===== src/rtl/sram_pkg.sv =====
// sram_pkg: shared defaults and sequencer state type for the serial-load SRAM path
package sram_pkg;
  localparam int SRAM_DATA_WIDTH = 8;
  localparam int SRAM_ADDR_WIDTH = 4;
  localparam int SRAM_RD_TIMEOUT = 16;
  typedef enum logic [2:0] {IDLE, SHIFT, WRITE, READ, WAIT_RD, RESP} sram_seq_state_t;
  function automatic int cnt_width(input int n);
    return (n > 1) ? $clog2(n) : 1;
  endfunction
endpackage


===== src/rtl/sram_piso.sv =====
// sram_piso: parallel-load MSB-first shift register; drains to zero so serial_out idles low
module sram_piso
  import sram_pkg::*;
#(
  parameter int WIDTH = SRAM_DATA_WIDTH
) (
  input  logic             clk,
  input  logic             arst,
  input  logic             load,
  input  logic             advance,
  input  logic [WIDTH-1:0] data,
  output logic             last_bit,
  output logic             serial_out
);
  localparam int CW = cnt_width(WIDTH);
  logic [WIDTH-1:0] sreg;
  logic [CW-1:0]    cnt;
  // load a word, then shift left one bit per advance while counting bits
  always_ff @(posedge clk or posedge arst)
    if (arst) begin
      sreg <= '0;
      cnt  <= '0;
    end else if (load) begin
      sreg <= data;
      cnt  <= '0;
    end else if (advance) begin
      sreg <= sreg << 1;
      cnt  <= last_bit ? '0 : cnt + CW'(1);
    end
  assign last_bit   = cnt == CW'(WIDTH - 1);
  assign serial_out = sreg[WIDTH-1];
endmodule


===== src/rtl/sram_cmd_sequencer.sv =====
// sram_cmd_sequencer: turns host read/write requests into sram_top pin sequences
module sram_cmd_sequencer
  import sram_pkg::*;
#(
  parameter int DATA_WIDTH = SRAM_DATA_WIDTH,
  parameter int ADDR_WIDTH = SRAM_ADDR_WIDTH,
  parameter int RD_TIMEOUT = SRAM_RD_TIMEOUT
) (
  input  logic                  clk,
  input  logic                  arst,
  input  logic                  req_valid,
  output logic                  req_ready,
  input  logic                  req_write,
  input  logic [ADDR_WIDTH-1:0] req_addr,
  input  logic [DATA_WIDTH-1:0] req_wdata,
  output logic                  rsp_valid,
  output logic [DATA_WIDTH-1:0] rsp_data,
  output logic                  rsp_err,
  output logic                  serial_in,
  output logic                  shift,
  output logic                  w_en,
  output logic                  r_en,
  output logic [ADDR_WIDTH-1:0] addr,
  input  logic                  data_valid,
  input  logic [DATA_WIDTH-1:0] data_out
);
  localparam int TW = cnt_width(RD_TIMEOUT + 1);
  sram_seq_state_t state;
  logic [TW-1:0]   tcnt;
  logic            last_bit;
  logic            accept;
  assign accept = req_valid & req_ready;
  sram_piso #(.WIDTH(DATA_WIDTH)) u_piso (
    .clk       (clk),
    .arst      (arst),
    .load      (accept & req_write),
    .advance   (state == SHIFT),
    .data      (req_wdata),
    .last_bit  (last_bit),
    .serial_out(serial_in)
  );
  // request FSM with registered strobes; addr register doubles as the request address latch
  always_ff @(posedge clk or posedge arst)
    if (arst) begin
      state     <= IDLE;
      tcnt      <= '0;
      req_ready <= 1'b1;
      shift     <= 1'b0;
      w_en      <= 1'b0;
      r_en      <= 1'b0;
      addr      <= '0;
      rsp_valid <= 1'b0;
      rsp_data  <= '0;
      rsp_err   <= 1'b0;
    end else begin
      case (state)
        IDLE:
          if (accept) begin
            state     <= req_write ? SHIFT : READ;
            req_ready <= 1'b0;
            addr      <= req_addr;
            shift     <= req_write;
            r_en      <= !req_write;
          end
        SHIFT:
          if (last_bit) begin
            state <= WRITE;
            shift <= 1'b0;
            w_en  <= 1'b1;
          end
        WRITE: begin
          state     <= RESP;
          w_en      <= 1'b0;
          rsp_valid <= 1'b1;
          rsp_data  <= '0;
          rsp_err   <= 1'b0;
        end
        READ: begin
          r_en  <= 1'b0;
          tcnt  <= '0;
          state <= data_valid ? RESP : WAIT_RD;
          if (data_valid) begin
            rsp_valid <= 1'b1;
            rsp_data  <= data_out;
            rsp_err   <= 1'b0;
          end
        end
        WAIT_RD:
          if (data_valid || tcnt == TW'(RD_TIMEOUT)) begin
            state     <= RESP;
            rsp_valid <= 1'b1;
            rsp_data  <= data_valid ? data_out : '0;
            rsp_err   <= !data_valid;
          end else begin
            tcnt <= tcnt + TW'(1);
          end
        RESP: begin
          state     <= IDLE;
          rsp_valid <= 1'b0;
          req_ready <= 1'b1;
          addr      <= '0;
        end
        default: state <= IDLE;
      endcase
    end
endmodule


===== config.mk =====
export PLATFORM = sky130hd
export DESIGN_NAME = sram_cmd_sequencer
export DESIGN_NICKNAME = d
export VERILOG_FILES = /design/src/rtl/sram_pkg.sv /design/src/rtl/sram_piso.sv /design/src/rtl/sram_cmd_sequencer.sv
export SDC_FILE = /design/constraint.sdc
export NUM_CORES = 1
export LEC_CHECK = 0
export BUFFER_PORTS_ARGS = -buffer_cell sky130_fd_sc_hd__buf_2
export CAP_MARGIN = 10
export CORE_ASPECT_RATIO = 0.5
export CORE_MARGIN = 3
export CORE_UTILIZATION = 35
export DETAILED_ROUTE_END_ITERATION = 7
export PLACE_DENSITY = 0.56
export SYNTH_ARGS = -nofsm -noshare
export SYNTH_HDL_FRONTEND = slang
export SYNTH_HIERARCHICAL = 1
export SYNTH_SLANG_ARGS = --single-unit
export TNS_END_PERCENT = 30

===== constraint.sdc =====
create_clock -name clk -period 1.75 [get_ports clk]
set_input_delay 0.2625 -clock clk [delete_from_list [all_inputs] [get_ports clk]]
set_output_delay 0.2625 -clock clk [all_outputs]
set_load 0.005 [all_outputs]

# Word level (Yosys, flattened, before mapping)
# Cells that the tools add are included.
# totals
regBits,37
latch_bits,0
ramBits,0
rom_bits,0
in_bits,25
out_inout_bits,19
elab_cells,82
memories,0
# op_classes
n_addsub,2
mul,0
div_mod_pow,0
order_cmp,0
n_eq_ne,12
n_shift,0
mux,34
n_bitwise,2
n_reduce_logical,20
# ops
operator,n
8-bit 2-to-1 mux,5
8-bit one-hot mux with 3 select lines,1
3-bit 2-to-1 mux,6
3-bit one-hot mux with 5 select lines,1
3-bit AND reduction,4
2-bit nonzero test,6
1-bit 2-to-1 mux,10
2-bit inequality test (second input constant),5
5-bit one-hot mux with 2 select lines,1
3-bit == test (second input constant),3
1-bit one-hot mux with 2 select lines,4
4-bit one-hot mux with 2 select lines,1
2-bit AND reduction,4
3-bit by 2-bit == test with 1-bit output (second input constant),2
5-bit by 1-bit adder with 5-bit output (second input constant),1
5-bit == test (second input constant),1
5-bit 2-to-1 mux,1
4-bit 2-to-1 mux,1
1-bit one-hot mux with 4 select lines,1
4-bit nonzero test,1
3-bit by 1-bit adder with 3-bit output (second input constant),1
3-bit by 1-bit == test with 1-bit output (second input constant),1
3-bit zero test,1
1-bit one-hot mux with 3 select lines,1
other kinds (5),7

# Logic depth before layout (Yosys ltp)
# Gate-level depths: netlist of run 1.
# logic_depth
ltp_word,4
mapped_depth,7

# By module
# Netlist of run 1, hierarchy kept.
# modules_own_cells
mod,instances,cells_per_inst,area_per_inst_um2,seq_area_each_um2
sram_cmd_sequencer,1,131,1326.3,651.9
sram_piso,1,49,520.5,275.3

# Worst setup path after synthesis of run 1
# No wires, ideal clock.
# synth_timing
kind,register to register
from,register state[0]
to,register tcnt[0]
arrival_ns,1.415
slack_ns,0.210
stages_incl_launch_ff,6
n_path_buf,1
cell_sequence,dfrtp_1 buf_6 or3b_4 nor3_4 nor2_1 mux2_4
# synth_via
elab_chain_len,3
elab_cells_between_ends,6
cone_classes,eq/ne (3); mux (1); reduce/logical (2)
# synth_lines
item,line_no,text
start: declaration,sram_cmd_sequencer.sv:28,sram_seq_state_t state;
start signal: assignment,sram_cmd_sequencer.sv:59,state <= req_write ? SHIFT : READ;
start signal: assignment,sram_cmd_sequencer.sv:81,state <= data_valid ? RESP : WAIT_RD;
3-bit == test / 3-bit by 2-bit == test with 1-bit output (equally long branches),sram_cmd_sequencer.sv:56,case (state)
2-bit inequality test (no line) / 2-bit nonzero test (equally long branches),-,
2-bit AND reduction (no line),-,
end signal: assignment,sram_cmd_sequencer.sv:95,tcnt <= tcnt + TW'(1);
end: declaration,sram_cmd_sequencer.sv:29,logic [TW-1:0] tcnt;
# Parallel ways exist; a longest one is shown, timed or not.
# A chain may end at the register's enable or synchronous reset.

# Worst setup path after layout of run 1
# layout_timing
from,register tcnt[1]
to,register rsp_data[5]
# layout_via
elab_chain_len,4
# layout_lines
item,line_no,text
5-bit == test,sram_cmd_sequencer.sv:89,if (data_valid || tcnt == TW'(RD_TIMEOUT)) begin
1-bit logical OR,sram_cmd_sequencer.sv:89,
2-bit inequality test (no line),-,
3-bit AND reduction (no line),-,
end signal: assignment,sram_cmd_sequencer.sv:84,rsp_data <= data_out;
end signal: assignment,sram_cmd_sequencer.sv:92,rsp_data <= data_valid ? data_out : '0;
end: declaration,sram_cmd_sequencer.sv:17,"output logic [DATA_WIDTH-1:0] rsp_data,"
# Every way passes these cells.

==> impl_summary.txt, run 1 <==
----------------------------------------------------
[Power and ir drop]
  Power per unit of standard cell area ... 1710 mW/mm^2
  Overall power ... 3.88 mW
  Largest vdd supply drop ... 0.596 mV
  Leak pwr ... 1.11 nW

[Routing]
  Average wire per standard cell ... 12.7 um
  TritonRoute pass-1 iters ... 4
  Antenna viol nets, final ... 0
  Number of violations reported at the end of detailed-routing iteration 0 ... 41
  Via density per instance ... 4.77
  Overall routed net length ... 3830 um
  Number of vias after detailed routing ... 1435
  Residual DRC ... 0

[Worst setup path]
  CP Cell Sequence ... inv_1 -> ha_1 -> and4bb_2 -> o21ai_0 -> nand2_2 -> mux2i_1
  Signal arrival time at the worst endpoint ... 1.75 ns
  Setup Crit Path Kind ... reg2reg
  Slowest stage delay, CP ... 0.39 ns
  Cell at the slowest stage of the critical path ... sky130_fd_sc_hd__dfrtp_1
  Worst reg-to-reg setup slack ... 0.15 ns
  Worst endpoint required time ... 1.90 ns
  Startpoint Class ... flip-flop
  Endpoint class of the critical path ... flip-flop
  CP max FO ... 8

[Final layout]
  Fill cell total of the finished layout ... 461
  Final net count ... 264
  Fraction of final layout cells sized beyond drive strength 1 ... 30.6%
  Post-synthesis to final-layout area growth ... 22.8%
  Post-route cell area ... 0.00227 mm^2
  Core Util, Final ... 48.0%
  Antenna cell count ... 0

[Synth]
  Netlist area before placement ... 0.00185 mm^2
  Total number of yosys warnings ... 6
  Number of different library cells in the post-synthesis netlist ... 40
  Dominant cell type by area after synthesis ... sky130_fd_sc_hd__dfrtp_1
  Post-synthesis sequential area ratio ... 50.2%
  Yosys top cell area share ... 48.8%
  Ranking of synthesized cells by area ... sky130_fd_sc_hd__dfrtp_1 49%, sky130_fd_sc_hd__mux2i_1 9.2%, sky130_fd_sc_hd__nand2_1 6.1%
  Mapped Avg Cell Area ... 10.3 um^2
  Number of nets produced by synthesis ... 210
  Synthesized netlist cell count ... 180
  Post-synthesis register bit count ... 37

[Clock tree]
  TritonCTS clock tree ... done
  TritonCTS sink count ... 37
  Largest buffer count on any clock path ... 2
  Source-to-sink clock delay at the later pin of the worst-skew pair ... 0.28 ns
  H-tree depth ... 2
  Num CTS Buffers ... 5
  Clock-pin transition on the worst setup and hold timing paths ... 0.07 ns
  Total of cells resized after clock tree synthesis ... 0
  Buffer type at the clock tree root ... sky130_fd_sc_hd__clkbuf_8

[Floorplanning]
  Floorplan row count ... 17
  Full die area ... 0.00624 mm^2
  I/O pins ... 44
  Core Region ... 0.00472 mm^2
  Horizontal extent of the die ... 109 um
  Die outline height ... 57.4 um
  Initial standard-cell utilization of the core ... 39.1%

[Worst hold path]
  Hold crit path type ... in2reg

[STA]
  Post-layout minimum cycle time ... 1.60 ns
  Relative slew slack ... 72.1%
  Final total negative setup slack ... 0 ns
  Transition time at the pin with the least slew margin ... 0.418 ns
  Setup Viol. Count Final ... 0
  Number of max-slew violations in the final report ... 0
  Upper clock frequency limit ... 626 MHz
  Crit share post-route ... 91.3%
  Fin Clk Skew ... 0.00333 ns
  Unrepaired setup endpoints after global routing ... no
  Final hold violation count ... 0

[Job]
  Number of max-cap violations ... 0

[Placed design]
  Placed Area ... 0.00217 mm^2
  # port buffers ... 43
  Post-detailed-placement half-perimeter wirelength ... 2800 um
  Placer's final routability congestion estimate ... 0.768

[GRT]
  Global-route wire length before repair ... 6580 um
  Global-route total usage across every layer ... 13.3%
  Maximum number of pins on one net before global-route repair ... 27
  Grt total ovfl ... 0
  Number of antenna violations at the first check in global routing ... 0
  Via count of the first global-routing pass ... 1399

[Run status]
  Status ... finished clean

----------------------------------------------------
-- what timing repair did --
| item | 4_1_cts | 5_1_grt |
|---|---|---|
| hold buffers | 1 | 0 |
| hold endpoints to repair | 11 | 0 |
| buffers inserted | 0 | 1 |
| endpoints found under the setup margin | 0 | 8 |
-- synth_stat cells --
| cell | number |
|---|---|
| sky130_fd_sc_hd__a2111oi_2 | 1 |
| sky130_fd_sc_hd__a211oi_1 | 1 |
| sky130_fd_sc_hd__a21boi_0 | 1 |
| sky130_fd_sc_hd__a21o_1 | 2 |
| sky130_fd_sc_hd__a21oi_1 | 8 |
| sky130_fd_sc_hd__a221o_2 | 1 |
| sky130_fd_sc_hd__a221oi_1 | 1 |
| sky130_fd_sc_hd__a22oi_1 | 1 |
| sky130_fd_sc_hd__a32o_1 | 1 |
| sky130_fd_sc_hd__a41o_1 | 1 |
| sky130_fd_sc_hd__and3_1 | 1 |
| sky130_fd_sc_hd__and3b_2 | 1 |
| sky130_fd_sc_hd__and4bb_2 | 1 |
| sky130_fd_sc_hd__buf_2 | 3 |
| sky130_fd_sc_hd__buf_4 | 1 |
| sky130_fd_sc_hd__buf_6 | 3 |
| sky130_fd_sc_hd__dfrtp_1 | 36 |
| sky130_fd_sc_hd__dfstp_2 | 1 |
| sky130_fd_sc_hd__ha_1 | 5 |
| sky130_fd_sc_hd__inv_1 | 16 |
| sky130_fd_sc_hd__mux2_4 | 1 |
| sky130_fd_sc_hd__mux2i_1 | 17 |
| sky130_fd_sc_hd__nand2_1 | 30 |
| sky130_fd_sc_hd__nand2_2 | 2 |
| sky130_fd_sc_hd__nand2b_1 | 4 |
| sky130_fd_sc_hd__nand3_1 | 4 |
| sky130_fd_sc_hd__nand3b_1 | 2 |
| sky130_fd_sc_hd__nand4_1 | 2 |
| sky130_fd_sc_hd__nor2_1 | 6 |
| sky130_fd_sc_hd__nor2b_1 | 2 |
| sky130_fd_sc_hd__nor3_1 | 2 |
| sky130_fd_sc_hd__nor3_4 | 1 |
| sky130_fd_sc_hd__nor3b_4 | 1 |
| sky130_fd_sc_hd__o21ai_0 | 8 |
| sky130_fd_sc_hd__o21ai_1 | 7 |
| sky130_fd_sc_hd__o21ai_2 | 1 |
| sky130_fd_sc_hd__o22ai_1 | 1 |
| sky130_fd_sc_hd__or3_1 | 1 |
| sky130_fd_sc_hd__or3b_1 | 1 |
| sky130_fd_sc_hd__or3b_4 | 1 |
-- power breakdown --
part | total [mW] | internal, mW | leakage [nW] | switching, mW
clock network | 0.569 | 0.276 | 0.0450 | 0.293
registers | 1.49 | 1.24 | 0.476 | 0.242
logic | 1.82 | 0.911 | 0.592 | 0.912
-- final cells by class --
type                            instances  area, um^2  share of cell area, %
Timing Repair Buffer                   54         313                   13.8
Clock inverter                          2        10.0                  0.441
Sequential cell                        37         927                   40.9
Multi-Input combinational cell        120         803                   35.4
Inverter                               16        60.1                   2.65
Clock buffer                            6        72.6                   3.20
Tap cell                               66        82.6                   3.64
-- per-stage QoR --
step	hold slack (ns)	setup slack (ns)	cells
6_report	0.195	0.152	301
5_1_grt	0.177	0.0479	301
4_1_cts	0.181	0.0901	300
3_5_place_dp	0.290	0.129	291
3_3_place_gp	0.282	0.175	291
2_1_floorplan	0.115	0.210	180
-- cell families after synthesis --
| family | synth area share (%) |
|---|---|
| AND/OR/NAND/NOR | 18.0 |
| AO/OA/AOI/OAI | 12.1 |
| adder cells (fa/ha/maj) | 3.39 |
| multiplexers | 10.0 |
| flip-flops | 50.2 |
| buffers and inverters | 6.30 |
-- layout by cell type (no fill, tap or decap), types with 2 or more instances in the layout --
cell                       synthesis  final
sky130_fd_sc_hd__mux2i_1          17     17
sky130_fd_sc_hd__dfrtp_1          36     36
sky130_fd_sc_hd__o21ai_1           7      7
sky130_fd_sc_hd__ha_1              5      5
sky130_fd_sc_hd__clkinv_2          0      2
sky130_fd_sc_hd__buf_2             3     43
sky130_fd_sc_hd__nand2_2           2      2
sky130_fd_sc_hd__nand3_1           4      4
sky130_fd_sc_hd__nor2b_1           2      2
sky130_fd_sc_hd__nand3b_1          2      2
sky130_fd_sc_hd__a21o_1            2      2
sky130_fd_sc_hd__nand4_1           2      2
sky130_fd_sc_hd__clkbuf_8          0      5
sky130_fd_sc_hd__nand2_1          30     30
sky130_fd_sc_hd__o21ai_0           8      8
sky130_fd_sc_hd__nand2b_1          4      4
sky130_fd_sc_hd__nor2_1            6      6
sky130_fd_sc_hd__buf_4             1      9
sky130_fd_sc_hd__a21oi_1           8      8
sky130_fd_sc_hd__nor3_1            2      2
sky130_fd_sc_hd__inv_1            16     16
-- worst paths after layout --
check,start,end,cells past startpoint
max in group asynchronous,arst,req_ready$_DFFE_PP1P_,4
min in group asynchronous,arst,u_piso/sreg[0]$_DFFE_PP0P_,3
min reg2reg,tcnt[4]$_DFFE_PP0P_,tcnt[4]$_DFFE_PP0P_,1
min,req_wdata[4],u_piso/sreg[4]$_DFFE_PP0P_,3
max reg2reg,tcnt[1]$_DFFE_PP0P_,rsp_data[5]$_DFFE_PP0P_,6
max,tcnt[1]$_DFFE_PP0P_,rsp_data[5]$_DFFE_PP0P_,6
-- state kept, by name, summed over array words and instances (netlist names) --
name / flops
r_en: 1
w_en: 1
rsp_data: 8
u_piso/sreg: 8
shift: 1
rsp_err: 1
req_ready: 1
addr: 4
u_piso/cnt: 3
rsp_valid: 1
state: 3
tcnt: 5
-- critical path: cells and delay by family, from the launching register on --
family                   cells  cell delay [ns]
AO/OA/AOI/OAI                1             0.19
flip-flops                   1             0.39
buffers and inverters        1             0.06
AND/OR/NAND/NOR              2             0.48
adder cells (fa/ha/maj)      1             0.17
multiplexers                 1             0.18
-- layer usage --
metal	routed length [um]	up-vias	global-route usage, %	share of wire, %
met4	23	0	2.88	0.60
met5	0	-	0	0
met2	1820	27	21.1	47
li1	-	722	-	-
met1	1790	684	17.0	47
met3	200	2	5.54	5.2
(Power assumes the default switching activity.)
==> run 2: changes to the inputs <==
Settings changed: CORE_ASPECT_RATIO 0.5 to default, CTS_BUF_LIST from default to sky130_fd_sc_hd__clkbuf_8 sky130_fd_sc_hd__clkbuf_16.
==> run 2 against run 1 <==
Net effect:
- utilization is 1.4 points lower
- clock power rose by 31%
- global-route usage about the same
- setup slack lost 0.0073 ns
- cell area up 0.99%
- cell count increased by 0.33%
- flip-flop and latch count did not move
- sequential share of layout area is 0.40 points lower
- clock skew is 0.0051 ns higher
- total power grew 3.3%
- critical path depth unchanged
==> impl_summary.txt, run 2 (synthesized netlist as in run 1, its figures left out) <==
----------------------------------------------------
[STA]
  Unrepaired setup endpoints after global routing ... no
  Setup Viol. Count Final ... 0
  Fin Clk Skew ... 0.00841 ns
  Post-layout minimum cycle time ... 1.61 ns
  Number of max-slew violations in the final report ... 0
  Final hold violation count ... 0
  Final setup slack of the worst path ... 0.145 ns
  Upper clock frequency limit ... 623 MHz
  Transition time at the pin with the least slew margin ... 0.433 ns
  Crit share post-route ... 91.7%
  Relative slew slack ... 71.1%
  Final total negative setup slack ... 0 ns

[Power and ir drop]
  Switching Power ... 1.43 mW
  Power per unit of standard cell area ... 1750 mW/mm^2
  Clk pwr share ... 18.6%
  Leak pwr ... 1.13 nW
  Overall power ... 4.01 mW
  Internal Dissipation ... 2.58 mW
  Seq pwr share ... 37.6%
  Switching power share of the total ... 35.7%
  Largest vdd supply drop ... 0.679 mV
  Relative contribution of combinational cells to total power ... 43.7%

[Floorplanning]
  Floorplan row count ... 25
  Die outline height ... 78.6 um
  Full die area ... 0.00618 mm^2
  I/O pins ... 44
  Core Region ... 0.00491 mm^2
  Horizontal extent of the die ... 78.6 um
  Initial standard-cell utilization of the core ... 37.6%

[Final layout]
  Fraction of final layout cells sized beyond drive strength 1 ... 30.6%
  Post-synthesis to final-layout area growth ... 24.1%
  Final net count ... 264
  Most common library cell in the layout ignoring fill and taps ... sky130_fd_sc_hd__buf_2
  Most frequent cells in the layout ... 43 x sky130_fd_sc_hd__buf_2, 36 x sky130_fd_sc_hd__dfrtp_1, 30 x sky130_fd_sc_hd__nand2_1
  Biggest registers after layout ... rsp_data: 8 flops, u_piso/sreg: 8 flops, tcnt: 5 flops
  Post-route cell area ... 0.00229 mm^2
  Antenna cell count ... 0

[Worst setup path]
  Cell at the slowest stage of the critical path ... sky130_fd_sc_hd__dfrtp_1
  CP Cell Sequence ... inv_1 -> ha_1 -> and4bb_2 -> o21ai_0 -> nand2_2 -> mux2i_1
  Setup Crit Path Kind ... reg2reg
  Top delay family on crit path ... simple AND/OR/NAND/NOR gates
  CP startpoint ... tcnt[0]$_DFFE_PP0P_
  Slowest stage delay, CP ... 0.42 ns
  Startpoint of the worst register-to-register path ... tcnt[0]$_DFFE_PP0P_
  CP max FO ... 8
  Bufs and invs on worst path ... 1
  Startpoint Class ... flip-flop
  Worst endpoint required time ... 1.91 ns
  Signal arrival time at the worst endpoint ... 1.77 ns
  Endpoint class of the critical path ... flip-flop

[Worst hold path]
  Hold_sp ... req_wdata[4]
  Hold crit path type ... in2reg

[GRT]
  Via count of the first global-routing pass ... 1364
  Grt total ovfl ... 0
  Global-route wire length before repair ... 6540 um
  Global-route total usage across every layer ... 13.2%
  Maximum number of pins on one net before global-route repair ... 27
  Number of antenna violations at the first check in global routing ... 0

[Clock tree]
  Num CTS Buffers ... 5
  TritonCTS sink count ... 37
  Clock-pin transition on the worst setup and hold timing paths ... 0.07 ns
  TritonCTS clock tree ... done
  Source-to-sink clock delay at the later pin of the worst-skew pair ... 0.28 ns
  Buffer type at the clock tree root ... sky130_fd_sc_hd__clkbuf_8
  Largest buffer count on any clock path ... 2
  H-tree depth ... 2

[Routing]
  TritonRoute pass-1 iters ... 4
  Residual DRC ... 0
  Antenna viol nets, final ... 0
  Number of violations reported at the end of detailed-routing iteration 0 ... 57
  Number of vias after detailed routing ... 1408
  Overall routed net length ... 3740 um
  Via density per instance ... 4.66
  Average wire per standard cell ... 12.4 um

[Placed design]
  # port buffers ... 43
  Placer's final routability congestion estimate ... 0.765
  Placed Area ... 0.00216 mm^2
  Post-detailed-placement half-perimeter wirelength ... 2840 um
  Pre-CTS WS ... 0.133 ns

[Job]
  Number of max-cap violations ... 0

[Run status]
  Status ... finished clean

----------------------------------------------------
## run 2: power by group through the flow
stage,sequential (mW),combinational (mW),clock [mW]
after floorplan,1.47,1.26,0
after global placement,1.52,1.75,0
after detailed placement,1.51,1.79,0
after CTS,1.51,1.80,0.781
after global routing,1.57,1.99,0.816
final,1.51,1.75,0.747
## run 2: metrics by stage
stage / utilization, % / std cells / hold WS [ns]
2_1_floorplan: - / 180 / 0.115
3_3_place_gp: 44.1 / 293 / 0.301
3_5_place_dp: 44.1 / 293 / 0.297
4_1_cts: 46.6 / 302 / 0.175
5_1_grt: 46.6 / 302 / 0.180
6_report: 46.6 / 302 / 0.185
## run 2: repair_timing
action	CTS	global route
buffers inserted	0	0
endpoints found under the setup margin	0	0
endpoints found under the hold margin	11	0
hold buffers	1	0
resized for setup	0	0
## run 2: path summary, 6_finish.rpt
check / endpoint / slack (ns) / depth (start not counted)
setup / recovery: rsp_data[5]$_DFFE_PP0P_ / 0.14 / 6
hold / removal: u_piso/sreg[4]$_DFFE_PP0P_ / 0.18 / 3
setup reg to reg: rsp_data[5]$_DFFE_PP0P_ / 0.14 / 6
hold reg to reg: tcnt[4]$_DFFE_PP0P_ / 0.49 / 1
max in group asynchronous: req_ready$_DFFE_PP1P_ / 0.84 / 4
min in group asynchronous: u_piso/sreg[7]$_DFFE_PP0P_ / 0.53 / 3
## run 2: metal layers
layer / routed length, um / up-vias / part of all wire, % / track usage [%]
met4: 31 / 0 / 0.83 / 3.67
met3: 263 / 5 / 7.0 / 4.93
met5: 0 / - / 0 / 0
met2: 1660 / 34 / 44 / 19.9
li1: - / 723 / - / -
met1: 1790 / 646 / 48 / 17.7
## run 2: area by class of cell
type	instances	area, um^2
Fill cell	485	2620
Multi-Input combinational cell	120	803
Clock buffer	6	82.6
Inverter	16	60.1
Timing Repair Buffer	54	300
Sequential cell	37	927
Tap cell	67	83.8
Clock inverter	2	33.8
## run 2: worst reg2reg max path, stage by stage (launching register included)
cell and delay, ns:
sky130_fd_sc_hd__dfrtp_1 0.42, sky130_fd_sc_hd__inv_1 0.06, sky130_fd_sc_hd__ha_1 0.18, sky130_fd_sc_hd__and4bb_2 0.27, sky130_fd_sc_hd__o21ai_0 0.19, sky130_fd_sc_hd__nand2_2 0.20, sky130_fd_sc_hd__mux2i_1 0.17
